## src/rtl/ram_arbiter_pkg.sv

```systemverilog
`default_nettype none
// ============================================================================
// Module  : ram_arbiter_pkg
// Purpose : Shared SoC definitions for the RAM arbiter: default bus widths,
//           the port indices used by the grant vector, the arbiter state
//           encoding and a small round-robin pick helper.
// Ports   : none (package)
// Rev     : 1.0  initial release
// ============================================================================
package ram_arbiter_pkg;

  // Default widths of the requester / RAM buses.
  localparam int unsigned C_ADDR_W_DEF = 64;
  localparam int unsigned C_DATA_W_DEF = 64;
  localparam int unsigned C_BUS_W_DEF  = 3;   // log2(bytes per RAM cell)

  // Bit positions inside the two-entry request/grant vectors.
  localparam int unsigned C_PORT_I = 0;       // instruction fetch
  localparam int unsigned C_PORT_D = 1;       // data load/store

  // Arbiter state: idle, or holding a response for one of the two ports.
  typedef enum logic [1:0] {
    IDLE   = 2'd0,
    RESP_I = 2'd1,
    RESP_D = 2'd2
  } arb_state_t;

  // Round-robin choice between two requesters. i_last_1 is set when
  // requester 1 won the previous grant, so requester 0 wins a tie now.
  function automatic logic [1:0] rr_pick(input logic [1:0] i_req,
                                         input logic       i_last_1);
    logic [1:0] v_grant;
    if (i_req == 2'b11) begin
      v_grant = i_last_1 ? 2'b01 : 2'b10;
    end else begin
      v_grant = i_req;
    end
    return v_grant;
  endfunction

endpackage : ram_arbiter_pkg
`default_nettype wire

```

## src/rtl/ram_arbiter_rr_arbiter2.sv

```systemverilog
`default_nettype none
// ============================================================================
// Module  : rr_arbiter2
// Purpose : Two-requester round-robin arbiter with a one-bit last-grant
//           memory and a one-hot (or all-zero) combinational grant.
// Ports   : clk      in   clock
//           rst_n    in   synchronous active-low reset
//           i_req    in   [1:0] request vector (already qualified by caller)
//           o_grant  out  [1:0] one-hot grant, zero when nothing requests
// Rev     : 1.0  initial release
// ============================================================================
module rr_arbiter2
  import ram_arbiter_pkg::*;
(
  input  logic       clk,
  input  logic       rst_n,
  input  logic [1:0] i_req,
  output logic [1:0] o_grant
);

  // 1 = requester 1 received the most recent grant. Reset leaves requester 0
  // as the "last" winner so requester 1 has priority on the first tie.
  logic       r_last_1;
  logic [1:0] w_grant;

  assign w_grant = rr_pick(i_req, r_last_1);
  assign o_grant = w_grant;

  // A grant is always taken by the caller in the same cycle (grant doubles as
  // ready), so the history advances on every non-empty grant.
  always_ff @(posedge clk) begin
    if (!rst_n) begin
      r_last_1 <= 1'b0;
    end else if (|w_grant) begin
      r_last_1 <= w_grant[1];
    end
  end

endmodule : rr_arbiter2
`default_nettype wire

```

## src/rtl/ram_arbiter.sv

```systemverilog
`default_nettype none
// ============================================================================
// Module  : ram_arbiter
// Purpose : Shares one single-cycle RAM port between an instruction-fetch
//           requester and a data load/store requester. One transaction is
//           outstanding at a time; responses are registered and held until
//           the requester consumes them.
// Ports   : clk, rst_n                      clock, sync active-low reset
//           i_req_valid/addr, i_req_ready   fetch request handshake
//           i_rsp_valid/data/err, i_rsp_ready  fetch response handshake
//           d_req_valid/we/addr/wdata, d_req_ready  data request handshake
//           d_rsp_valid/data/err, d_rsp_ready  data response handshake
//           ram_rw, ram_addr, ram_write     RAM strobe, address, write data
//           ram_read, ram_exception         combinational RAM read / range flag
// Rev     : 1.0  initial release
// ============================================================================
module ram_arbiter
  import ram_arbiter_pkg::*;
#(
  parameter int unsigned ADDR_W = C_ADDR_W_DEF,
  parameter int unsigned DATA_W = C_DATA_W_DEF,
  parameter int unsigned BUS_W  = C_BUS_W_DEF
) (
  input  logic              clk,
  input  logic              rst_n,

  // Instruction-fetch port (read only)
  input  logic              i_req_valid,
  input  logic [ADDR_W-1:0] i_req_addr,
  output logic              i_req_ready,
  output logic              i_rsp_valid,
  input  logic              i_rsp_ready,
  output logic [DATA_W-1:0] i_rsp_data,
  output logic              i_rsp_err,

  // Data port (load/store)
  input  logic              d_req_valid,
  input  logic              d_req_we,
  input  logic [ADDR_W-1:0] d_req_addr,
  input  logic [DATA_W-1:0] d_req_wdata,
  output logic              d_req_ready,
  output logic              d_rsp_valid,
  input  logic              d_rsp_ready,
  output logic [DATA_W-1:0] d_rsp_data,
  output logic              d_rsp_err,

  // RAM port
  output logic              ram_rw,
  output logic [ADDR_W-1:0] ram_addr,
  output logic [DATA_W-1:0] ram_write,
  input  logic [DATA_W-1:0] ram_read,
  input  logic              ram_exception
);

  arb_state_t        r_state;

  logic              r_i_rsp_valid;
  logic [DATA_W-1:0] r_i_rsp_data;
  logic              r_i_rsp_err;
  logic              r_d_rsp_valid;
  logic [DATA_W-1:0] r_d_rsp_data;
  logic              r_d_rsp_err;

  logic [1:0]        w_req;
  logic [1:0]        w_grant;
  logic              w_gnt_i;
  logic              w_gnt_d;
  logic [ADDR_W-1:0] w_addr;
  logic              w_misal;
  logic              w_store;
  logic              w_err;
  logic [DATA_W-1:0] w_rdata;

  // --------------------------------------------------------------------------
  // Arbitration. Requests only reach the arbiter while idle and out of reset,
  // so the grant is exactly the accept strobe for each port.
  // --------------------------------------------------------------------------
  assign w_req[C_PORT_I] = rst_n && (r_state == IDLE) && i_req_valid;
  assign w_req[C_PORT_D] = rst_n && (r_state == IDLE) && d_req_valid;

  rr_arbiter2 u_rr (
    .clk     (clk),
    .rst_n   (rst_n),
    .i_req   (w_req),
    .o_grant (w_grant)
  );

  assign w_gnt_i     = w_grant[C_PORT_I];
  assign w_gnt_d     = w_grant[C_PORT_D];
  assign i_req_ready = w_gnt_i;
  assign d_req_ready = w_gnt_d;

  // --------------------------------------------------------------------------
  // RAM access for the accepted request. Address and write data fall back to
  // zero whenever nothing is being accepted.
  // --------------------------------------------------------------------------
  assign w_addr  = w_gnt_d ? d_req_addr :
                   w_gnt_i ? i_req_addr : '0;
  assign w_misal = |w_addr[BUS_W-1:0];
  assign w_store = w_gnt_d && d_req_we;

  assign ram_addr  = w_addr;
  assign ram_write = w_store ? d_req_wdata : '0;
  // Never write a misaligned or out-of-range cell.
  assign ram_rw    = w_store && !w_misal && !ram_exception;

  // Response captured at accept: stores and misaligned accesses return zero,
  // anything misaligned or out of range reports an error.
  assign w_err   = ram_exception || w_misal;
  assign w_rdata = (w_store || w_misal) ? '0 : ram_read;

  // --------------------------------------------------------------------------
  // Transaction FSM with registered response outputs.
  // --------------------------------------------------------------------------
  always_ff @(posedge clk) begin
    if (!rst_n) begin
      r_state       <= IDLE;
      r_i_rsp_valid <= 1'b0;
      r_i_rsp_data  <= '0;
      r_i_rsp_err   <= 1'b0;
      r_d_rsp_valid <= 1'b0;
      r_d_rsp_data  <= '0;
      r_d_rsp_err   <= 1'b0;
    end else begin
      case (r_state)
        IDLE: begin
          if (w_gnt_i) begin
            r_state       <= RESP_I;
            r_i_rsp_valid <= 1'b1;
            r_i_rsp_data  <= w_rdata;
            r_i_rsp_err   <= w_err;
          end else if (w_gnt_d) begin
            r_state       <= RESP_D;
            r_d_rsp_valid <= 1'b1;
            r_d_rsp_data  <= w_rdata;
            r_d_rsp_err   <= w_err;
          end
        end

        // Hold the response until consumed. Returning to IDLE here means the
        // next accept can happen at the earliest one cycle later.
        RESP_I: begin
          if (i_rsp_ready) begin
            r_state       <= IDLE;
            r_i_rsp_valid <= 1'b0;
            r_i_rsp_data  <= '0;
            r_i_rsp_err   <= 1'b0;
          end
        end

        RESP_D: begin
          if (d_rsp_ready) begin
            r_state       <= IDLE;
            r_d_rsp_valid <= 1'b0;
            r_d_rsp_data  <= '0;
            r_d_rsp_err   <= 1'b0;
          end
        end

        default: begin
          r_state       <= IDLE;
          r_i_rsp_valid <= 1'b0;
          r_d_rsp_valid <= 1'b0;
        end
      endcase
    end
  end

  assign i_rsp_valid = r_i_rsp_valid;
  assign i_rsp_data  = r_i_rsp_data;
  assign i_rsp_err   = r_i_rsp_err;
  assign d_rsp_valid = r_d_rsp_valid;
  assign d_rsp_data  = r_d_rsp_data;
  assign d_rsp_err   = r_d_rsp_err;

endmodule : ram_arbiter
`default_nettype wire

```

## config.mk

```make
export PLATFORM = sky130hd
export DESIGN_NAME = ram_arbiter
export DESIGN_NICKNAME = d
export VERILOG_FILES = /design/src/rtl/ram_arbiter_pkg.sv /design/src/rtl/ram_arbiter_rr_arbiter2.sv /design/src/rtl/ram_arbiter.sv
export SDC_FILE = /design/constraint.sdc
export NUM_CORES = 1
export LEC_CHECK = 0
export CORE_AREA = 2 2 204 206
export DETAILED_ROUTE_END_ITERATION = 10
export DIE_AREA = 0 0 206 208
export PLACE_DENSITY_LB_ADDON = 0.1
export SLEW_MARGIN = 5
export SYNTH_ARGS = -nofsm -noshare
export SYNTH_HDL_FRONTEND = slang
export SYNTH_SLANG_ARGS = --single-unit
```

## constraint.sdc

```tcl
create_clock -name clk -period 2.03 [get_ports clk]
set_clock_uncertainty 0.15 [all_clocks]
set_input_delay 0.203 -clock clk [delete_from_list [all_inputs] [get_ports clk]]
set_output_delay 0.203 -clock clk [all_outputs]
set_load 0.005 [all_outputs]
```

=== Word level (Yosys, flattened, before mapping) ===
Cells that the tools add are included.

* Output and inout port bits: 263
* Logic and storage cells: 69
* Register bits after elaboration: 135
* Bits of input ports: 264

* Bitwise logic cells: 2
* Equality and inequality tests: 9
* Muxes and demuxes: 30
* Reduce and logical (&&, ||, !) cells: 20

{| class="wikitable"
|+ Operators with widths
! operator !! count
|-
| $mux W64 || 9
|-
| $pmux W64 S2 || 2
|-
| $mux W2 || 6
|-
| $reduce_and A3 Y1 || 3
|-
| $mux W1 || 8
|-
| $reduce_and A4 Y1 || 2
|-
| $logic_and A1 B1 Y1 || 6
|-
| $ne A2 B2 Y1 const B || 3
|-
| $pmux W1 S3 || 2
|-
| $pmux W2 S3 || 1
|-
| $eq A2 B2 Y1 const B || 2
|-
| $ne A2 B1 Y1 const B || 2
|-
| $pmux W1 S2 || 2
|-
| $reduce_bool A2 Y1 || 2
|-
| $ne A3 B1 Y1 const B || 1
|-
| $reduce_or A3 Y1 || 1
|-
| $eq A2 B1 Y1 const B || 1
|-
| $logic_not A1 Y1 || 2
|-
| $logic_not A2 Y1 || 1
|-
| $logic_or A1 B1 Y1 || 2
|-
| $not A1 Y1 || 2
|-
| $reduce_or A2 Y1 || 1
|}

=== Depth between registers and ports, before layout ===
Gate-level depths: netlist (run 1).

* Depth after elaboration: 13
* Gate-level depth with buffers: 7
* Gate-level depth less buffers: 4

=== Modules after synthesis ===
A second synthesis (run 1) with hierarchy kept.

* Cell total of the unflattened synthesis: 770
* Area total of the unflattened synthesis: 6583.8 um^2

{| class="wikitable"
|+ By module, submodules not included
! module !! sequential area each (um^2) !! instances !! cells each !! area each (um^2)
|-
| ram_arbiter || 2682.6 || 1 || 764 || 6535.0
|-
| rr_arbiter2 || 20.0 || 1 || 6 || 48.8
|}

=== Worst setup path after synthesis (run 1) ===
OpenSTA, ideal clock, no wires.

* Path kind: reg2out
* From: reg r_state[0]
* To: out ram_addr[28]
* Path buffers: 3
* Cell stages (with the launch flop): 7
* Slack: 0.248 ns
* Data required time: 1.677 ns
* Arrival: 1.429 ns
* Cells stage by stage: dfxtp_1 buf_2 nand2b_4 nor3_1 buf_2 buf_2 a22o_1

* Word-level cells in the longest chain between the ends: 7
* Elaborated cells between the ends (all ways): 8
* Those cells by class: 1 x eq/ne; 3 x mux; 4 x reduce/logical

{| class="wikitable"
|+ Ends and longest elaborated chain
! item !! line !! text
|-
| start: declaration || ram_arbiter.sv:55 || <nowiki>arb_state_t r_state;</nowiki>
|-
| start signal: assignment || ram_arbiter.sv:117 || <nowiki>r_state <= IDLE;</nowiki>
|-
| start signal: assignment || ram_arbiter.sv:128 || <nowiki>r_state <= RESP_I;</nowiki>
|-
| start signal: assignment || ram_arbiter.sv:133 || <nowiki>r_state <= RESP_D;</nowiki>
|-
| $logic_not A2 Y1 (*) || ram_arbiter.sv:78, ram_arbiter.sv:79 ||
|-
| $logic_and A1 B1 Y1 (*) || ram_arbiter.sv:78, ram_arbiter.sv:79 ||
|-
| $logic_and A1 B1 Y1, on equally long branches || ram_arbiter.sv:78, ram_arbiter.sv:79 ||
|-
| $eq A2 B2 Y1 || ram_arbiter_pkg.sv:33 || <nowiki>if (i_req == 2'b11) begin</nowiki>
|-
| $mux W2 (*) || ram_arbiter_pkg.sv:33 ||
|-
| $mux W64 || ram_arbiter.sv:98 || <nowiki>w_gnt_i ? i_req_addr : '0;</nowiki>
|-
| $mux W64 (*) || ram_arbiter.sv:97 || <nowiki>assign w_addr = w_gnt_d ? d_req_addr :</nowiki>
|-
| end: declaration || ram_arbiter.sv:49 || <nowiki>output logic [ADDR_W-1:0] ram_addr,</nowiki>
|}

Every way passes the cells marked *; elsewhere a longest branch is shown, timed or not.

=== Final worst setup path (run 1) ===
* From: reg u_rr.r_last_1
* To: out ram_addr[22]

* Word-level cells in the longest chain between the ends: 4

{| class="wikitable"
|+ Ends and longest elaborated chain
! item !! line !! text
|-
| start: declaration || ram_arbiter_rr_arbiter2.sv:23 || <nowiki>logic r_last_1;</nowiki>
|-
| start signal: assignment || ram_arbiter_rr_arbiter2.sv:35 || <nowiki>r_last_1 <= w_grant[1];</nowiki>
|-
| $mux W2 (*) || ram_arbiter_pkg.sv:34 || <nowiki>v_grant = i_last_1 ? 2'b01 : 2'b10;</nowiki>
|-
| $mux W2 (*) || ram_arbiter_pkg.sv:33 ||
|-
| $mux W64 || ram_arbiter.sv:98 ||
|-
| $mux W64 (*) || ram_arbiter.sv:97 ||
|}

Marked as above.

==> results of run 1 <==
sequential cells by signal, indices dropped and copies added, names as in the netlist:
register,cells
u_rr.r_last_1,1
r_state,2
i_rsp_valid,1
i_rsp_data,64
d_rsp_data,64
d_rsp_valid,1
d_rsp_err,1
i_rsp_err,1
cell families after synthesis:
group                  Yosys count
muxes                            1
AOI/OAI and AO/OA              205
DFF                            135
buffers and inverters           67
and+or+nand+nor                278
stage by stage:
step,utilization [%],TNS [ns]
2_1_floorplan,-,0
3_3_place_gp,29.5,-80.74
4_1_cts,31.1,-56.31
3_5_place_dp,29.5,-82.11
6_report,30.7,-29.22
5_1_grt,30.7,-42.16
where the power goes:
group          internal, uW  leakage, uW  switching (uW)
sequential             2680      0.00109            18.4
clock                  1910     0.000290            1210
combinational           935      0.00369             650
critical path: stages (launching register included):
cell	delay, ns
dfxtp_2	0.33
a21bo_2	0.21
nor3_4	0.15
buf_12	0.22
buf_12	0.18
a22o_1	0.18
clkdlybuf4s50_1	0.51
path summary, 6_finish.rpt:
path | startpoint | end | slack [ns]
hold reg to reg | i_rsp_data[24]$_SDFFE_PN0P_ | i_rsp_data[24]$_SDFFE_PN0P_ | 0.29
hold / removal | rst_n | r_state[0]$_SDFFE_PN0P_ | 0.08
setup reg to reg | r_state[0]$_SDFFE_PN0P_ | i_rsp_data[7]$_SDFFE_PN0P_ | 0.16
setup / recovery | u_rr.r_last_1$_SDFFE_PN0P_ | ram_addr[22] | -0.54
routing by layer:
metal  up-vias  GRT usage [%]  share of wire, %
met5         -              0             0.072
met4         4           3.94               1.5
met3        22           6.02               7.8
met2       255           32.7                56
met1      3249           16.6                35
li1       3453              -                 -
cell usage in the layout, fill, tap and decap left out, types with 2 or more instances in the layout:
cell,n
dfxtp_1,132
dlymetal6s2s_1,3
clkdlybuf4s15_1,2
clkbuf_2,23
dlygate4sd2_1,6
clkdlybuf4s15_2,12
o21ai_0,70
buf_2,33
nor3_1,2
o311a_2,2
a22o_1,66
inv_1,3
nand3b_1,2
inv_6,2
clkbuf_8,3
nor2_1,6
clkdlybuf4s50_1,428
nand2b_4,2
a21oi_1,2
buf_6,14
bufinv_16,2
o21ai_1,14
nor3_4,2
clkbuf_16,19
dfxtp_2,3
and3_1,64
a211o_1,2
o21ai_2,46
nand2_1,195
buf_4,39
clkinv_2,4
buf_12,19
clkinvlp_4,2
what timing repair did:
| item | in CTS | in global routing |
|---|---|---|
| hold buffers | 0 | 0 |
| resized for setup | 171 | 127 |
| hold endpoints to repair | 0 | 0 |
| setup endpoints to repair | 131 | 131 |
| setup buffers | 4 | 4 |
| cloned | 1 | 2 |
| pin swaps | 3 | 4 |
layout make-up:
cell class | count | share of cell area [%]
Timing Repair Buffer | 581 | 45.7
Clock buffer | 21 | 3.78
Antenna cell | 1 | 0.0201
Multi-Input combinational cell | 484 | 22.3
Sequential cell | 135 | 21.8
Inverter | 3 | 0.0905
Clock inverter | 11 | 0.976
Tap cell | 532 | 5.35
==> out/results.md, run 1 <==
Place
• **worst slack at placement** -0.584 ns
• **placed insts** 1725
• **half-perimeter wire length after placement** 30200 um
• **area of placed instances** 12000 um2
• **RePlAce Congestion** 0.836
• **# port buffers** 526

Detailed routing
• **total wirelength of the detailed-routed design** 37400 um
• **Vias per Instance** 3.95
• **drt initial violations** 236
• **number of routed nets with antenna violations** 0
• **total vias in the final route** 6983
• **Pre-Repair DR Iteration Count** 4
• **Routed WL per cell** 21.2 um
• **Remaining DRCs** 0

Clock tree
• **Skew-Pair Late Insertion Delay** 0.42 ns
• **CTS Root Buffer Type** clkbuf_16
• **clock buffer depth** 2
• **number of buffers added by the clock tree synthesis step** 17
• **# clock sinks** 135
• **H-tree depth** 4
• **clock tree from TritonCTS** yes
• **clock-pin slew on the worst setup and hold paths** 0.06 ns

Power
• **Power Total** 7400 uW
• **leakage dissipation** 0.00507 uW
• **maximum vdd drop** 0.430 mV
• **PwrDens** 595 nW/um2

Cells and area
• **area of the multi-input gates** 2770 um2
• **Layout area overhead** 115%
• **ratio of cells with drive above 1 in the final layout** 18.9%
• **count of nets after finishing** 1486
• **non-filler cells in the finished layout** 1768
• **area of all placed cells without fillers** 12400 um2
• **sequential cell area in the final layout** 2710 um2
• **fillers** 4364

Logic synthesis
• **dominant combinational cell family by area after synthesis** compound AO/OA/AOI/OAI gates
• **dominant register cell in the synthesized netlist** dfxtp_1
• **sequential share of the synthesized area** 46.8%
• **area leader, netlist** dfxtp_1
• **adder-cell share of the synthesized area** 0%
• **library cells used by synthesis** 29
• **compound-gate portion of the synthesized area** 25.5%
• **commonest cells in the netlist** nand2_1, dfxtp_1, o21ai_0
• **cell with the most instances after synthesis** nand2_1
• **mean cell area of the mapped netlist** 8.42 um2
• **summed instance area of the synthesized netlist** 5780 um2
• **total of flip-flops plus latches after synthesis** 135
• **multiplexer share of the synthesized area** 0.195%
• **count of yosys warnings during synthesis** 0
• **xor and xnor area share after synthesis** 0%
• **proportion of netlist area held by the largest area contributor** 46.8%
• **Synth Net Count** 950
• **share of async-settable or async-resettable flops after synthesis** 0%
• **area share of and/or/nand/nor cells after synthesis** 21.8%
• **Post-Syn Instances** 686
• **ranking of synthesized cells by area** dfxtp_1, nand2_1, a22o_1, o21ai_2, and3_1
• **Post-synth EDFFs** 0

Worst setup path
• **worst-path fanout max** 22
• **Critical Path Source Type** register
• **Data required, critical path** 1.68 ns
• **endpoint kind of the worst setup timing path** output pin
• **arrival time worst endpoint** 2.22 ns
• **Worst Reg2Reg Path Length in Cells** 5
• **critical path class** reg2out

Timing
• **final hold vios** 0
• **headroom to the max-slew limit** 69.2%
• **Final Slew Violations** 0
• **Worst-Margin Slew** 0.462 ns
• **Max Clock Freq** 389 MHz
• **Final Setup Violations** 130
• **final critical delay including setup and external delays** 2.57 ns
• **setup slack of the critical path after layout** -0.542 ns
• **Tcrit/Tclk final** 127%
• **unrepaired setup endpoints after global routing** yes
• **hold slack final** 0.0807 ns

GRT
• **maximum number of pins on one net before global-route repair** 58
• **number of global-route vias before repair** 6962
• **gr usage total** 16.8%
• **initial antenna violation count** 3
• **first-pass GRT wire length** 51300 um
• **Congestion Overflow GR** 0

Outcome
• **failing checks** setup timing
• **result of the run** finished, violations left

Floorplan
• **total die area** 42800 um2
• **# rows** 74
• **Die X-Extent** 206 um
• **area of the core** 40600 um2
• **IO Count** 527
• **die outline height** 208 um
• **effective utilization at floorplan** 14.2%

Flow run
• **# Max-Cap Violations** 0

Hold path
• **worst hold stages** 4
• **Hold Crit Class** in2reg

Note: power is estimated with default switching activity, not from simulation.
==> inputs of run 2 (changes only) <==
--- a/config.mk
+++ b/config.mk
@@ -6,8 +6,10 @@
 export NUM_CORES = 1
 export LEC_CHECK = 0
 export CORE_AREA = 2 2 204 206
+export CTS_CLUSTER_DIAMETER = 40
 export DETAILED_ROUTE_END_ITERATION = 10
 export DIE_AREA = 0 0 206 208
+export GPL_ROUTABILITY_DRIVEN = 0
 export PLACE_DENSITY_LB_ADDON = 0.1
 export SLEW_MARGIN = 5
 export SYNTH_ARGS = -nofsm -noshare
==> results of run 2 <==
Final layout, timing and power as in run 1 (identical DEF).
==> inputs of run 3 (changes only) <==
--- a/config.mk
+++ b/config.mk
@@ -10,7 +10,9 @@
 export DETAILED_ROUTE_END_ITERATION = 10
 export DIE_AREA = 0 0 206 208
 export GPL_ROUTABILITY_DRIVEN = 0
+export GPL_TIMING_DRIVEN = 0
 export PLACE_DENSITY_LB_ADDON = 0.1
+export SETUP_SLACK_MARGIN = 0.05
 export SLEW_MARGIN = 5
 export SYNTH_ARGS = -nofsm -noshare
 export SYNTH_HDL_FRONTEND = slang
==> run 3 against run 2 <==
  * The run still ends with setup timing left
  * Combinational power increased by 11%
  * Via count increased by 4.0%
  * Die area unchanged
  * Worst hold slack improved by 0.032 ns
  * Power increased by 0.16%
  * Worst setup slack improved by 0.22 ns
  * Clock power decreased by 5%
==> out/results.md, run 3 (same netlist as run 1, synthesis figures left out) <==
Worst setup path
• **Data required, critical path** 1.68 ns
• **Worst Reg2Reg Path Length in Cells** 9
• **R2R Path End** d_rsp_data[35]$_SDFFE_PN0P_
• **worst reg-to-reg setup slack** 0.06 ns
• **worst-path fanout max** 7
• **endpoint kind of the worst setup timing path** output pin
• **critical path class** reg2out
• **reg-to-reg startpoint** u_rr.r_last_1$_SDFFE_PN0P_
• **arrival time worst endpoint** 2.00 ns
• **Critical Path Source Type** register

Cells and area
• **fillers** 4368
• **Layout area overhead** 128%
• **commonest non-fill, non-tap cells in the layout** clkdlybuf4s50_1, nand2_1, dfxtp_1, buf_6, buf_2
• **sequential cell area in the final layout** 2710 um2
• **area of all placed cells without fillers** 13200 um2
• **most common library cell in the layout ignoring fill and taps** clkdlybuf4s50_1
• **non-filler cells in the finished layout** 1833
• **area of the multi-input gates** 2970 um2
• **ratio of cells with drive above 1 in the final layout** 27.9%
• **count of nets after finishing** 1547
• **post-route core utilization** 32.5%

Clock tree
• **clock-pin slew on the worst setup and hold paths** 0.06 ns
• **clock buffer depth** 2
• **clock tree from TritonCTS** yes
• **# clock sinks** 135
• **CTS Hold Buffers Added** 0
• **number of buffers added by the clock tree synthesis step** 17
• **CTS Root Buffer Type** clkbuf_16
• **H-tree depth** 4
• **Skew-Pair Late Insertion Delay** 0.42 ns

Power
• **maximum vdd drop** 0.457 mV
• **leakage dissipation** 0.00537 uW
• **PwrDens** 562 nW/um2

GRT
• **first-pass GRT wire length** 53000 um
• **number of global-route vias before repair** 7310
• **Congestion Overflow GR** 0
• **initial antenna violation count** 8
• **gr usage total** 17.4%
• **maximum number of pins on one net before global-route repair** 17

Place
• **placed insts** 1743
• **# port buffers** 525
• **half-perimeter wire length after placement** 31800 um
• **area of placed instances** 11700 um2

Detailed routing
• **total vias in the final route** 7264
• **Routed WL per cell** 21.1 um
• **number of routed nets with antenna violations** 0
• **Vias per Instance** 3.96
• **drt initial violations** 208
• **total wirelength of the detailed-routed design** 38700 um
• **Pre-Repair DR Iteration Count** 4
• **Remaining DRCs** 0

Timing
• **Tcrit/Tclk final** 116%
• **Max Clock Freq** 425 MHz
• **Worst-Margin Slew** 0.652 ns
• **Final Setup Violations** 130
• **final hold vios** 0
• **Setup Total Neg Slack** -32.95 ns
• **Final Slew Violations** 0
• **headroom to the max-slew limit** 56.5%
• **hold slack final** 0.112 ns
• **setup slack of the critical path after layout** -0.324 ns
• **final critical delay including setup and external delays** 2.35 ns
• **unrepaired setup endpoints after global routing** yes

Hold path
• **Hold Crit Class** in2reg
• **Hold Crit Start** rst_n
• **endpoint of the worst hold path** r_state[0]$_SDFFE_PN0P_
• **worst hold stages** 4

Floorplan
• **area of the core** 40600 um2
• **total die area** 42800 um2
• **die outline height** 208 um
• **effective utilization at floorplan** 14.2%
• **IO Count** 527
• **# rows** 74
• **Die X-Extent** 206 um

Outcome
• **result of the run** finished, violations left
• **failing checks** setup timing

Flow run
• **# Max-Cap Violations** 0

## run 3: cell count changes in the layout (fill, tap and decap cells not counted), sizes merged
cell           previous run  this run
buf                     105       218
bufinv                    2         1
clkinvlp                  2         6
clkdlybuf4s50           428       394
diode                     1         5
dlymetal6s2s              3         0
clkbuf                   46        47
clkinv                    5         6
dlygate4sd2               6         0
clkdlybuf4s15            14         0
## run 3: per-layer routing
metal	share of wire, %	vias to the layer above	track usage, %	wire length, um
met5	0.11	-	0	41
met4	3.7	6	8.13	1440
met3	7.8	50	6.00	3030
met2	54	275	32.7	21100
met1	34	3330	16.7	13100
li1	-	3603	-	-
## run 3: area by class of cell
cell class / count / area share, %
Buffer: 61 / 4.27
Antenna cell: 5 / 0.0949
Multi-Input combinational cell: 484 / 22.6
Clock inverter: 15 / 0.987
Clock buffer: 17 / 3.23
Timing Repair Buffer: 581 / 43.2
Sequential cell: 135 / 20.6
Tap cell: 532 / 5.05
Inverter: 3 / 0.0854
## run 3: worst max-delay path by stage
stage,from,cells past startpoint,slack (ns),to
2_1_floorplan,r_state[0]$_SDFFE_PN0P_,6,0.25,ram_addr[28]
3_3_place_gp,i_req_valid,7,-1.35,ram_addr[2]
3_5_place_dp,i_req_valid,7,-1.36,ram_addr[10]
4_1_cts,u_rr.r_last_1$_SDFFE_PN0P_,9,-0.40,ram_write[19]
5_1_grt,u_rr.r_last_1$_SDFFE_PN0P_,8,-0.41,ram_addr[13]
6_report,u_rr.r_last_1$_SDFFE_PN0P_,8,-0.32,ram_addr[13]
## run 3: critical path, cell delays in order, from the launching register on
cell and delay, ns:
dfxtp_2 0.34, a21bo_4 0.22, nor3_4 0.23, buf_6 0.16, buf_8 0.12, buf_8 0.12, buf_6 0.10, a22o_1 0.16
buf_6 0.11
## run 3: report_power, final
| part | total [uW] | internal, uW | switching (uW) |
|---|---|---|---|
| clock network | 2950 | 1680 | 1270 |
| logic | 1760 | 1050 | 715 |
| registers | 2700 | 2680 | 20.6 |
## run 3: repair_timing
item | in CTS | in global routing
buffers inserted | 30 | 17
endpoints found under the setup margin | 247 | 248
pin swaps | 30 | 27
resized for setup | 706 | 152
gates cloned | 5 | 5
## run 3: stage by stage
| step | power [uW] | worst slack (ns) |
|---|---|---|
| 2_1_floorplan | 3180 | 0.248 |
| 3_3_place_gp | 4290 | -1.35 |
| 3_5_place_dp | 4300 | -1.36 |
| 4_1_cts | 7470 | -0.402 |
| 5_1_grt | 7760 | -0.414 |
| 6_report | 7410 | -0.324 |
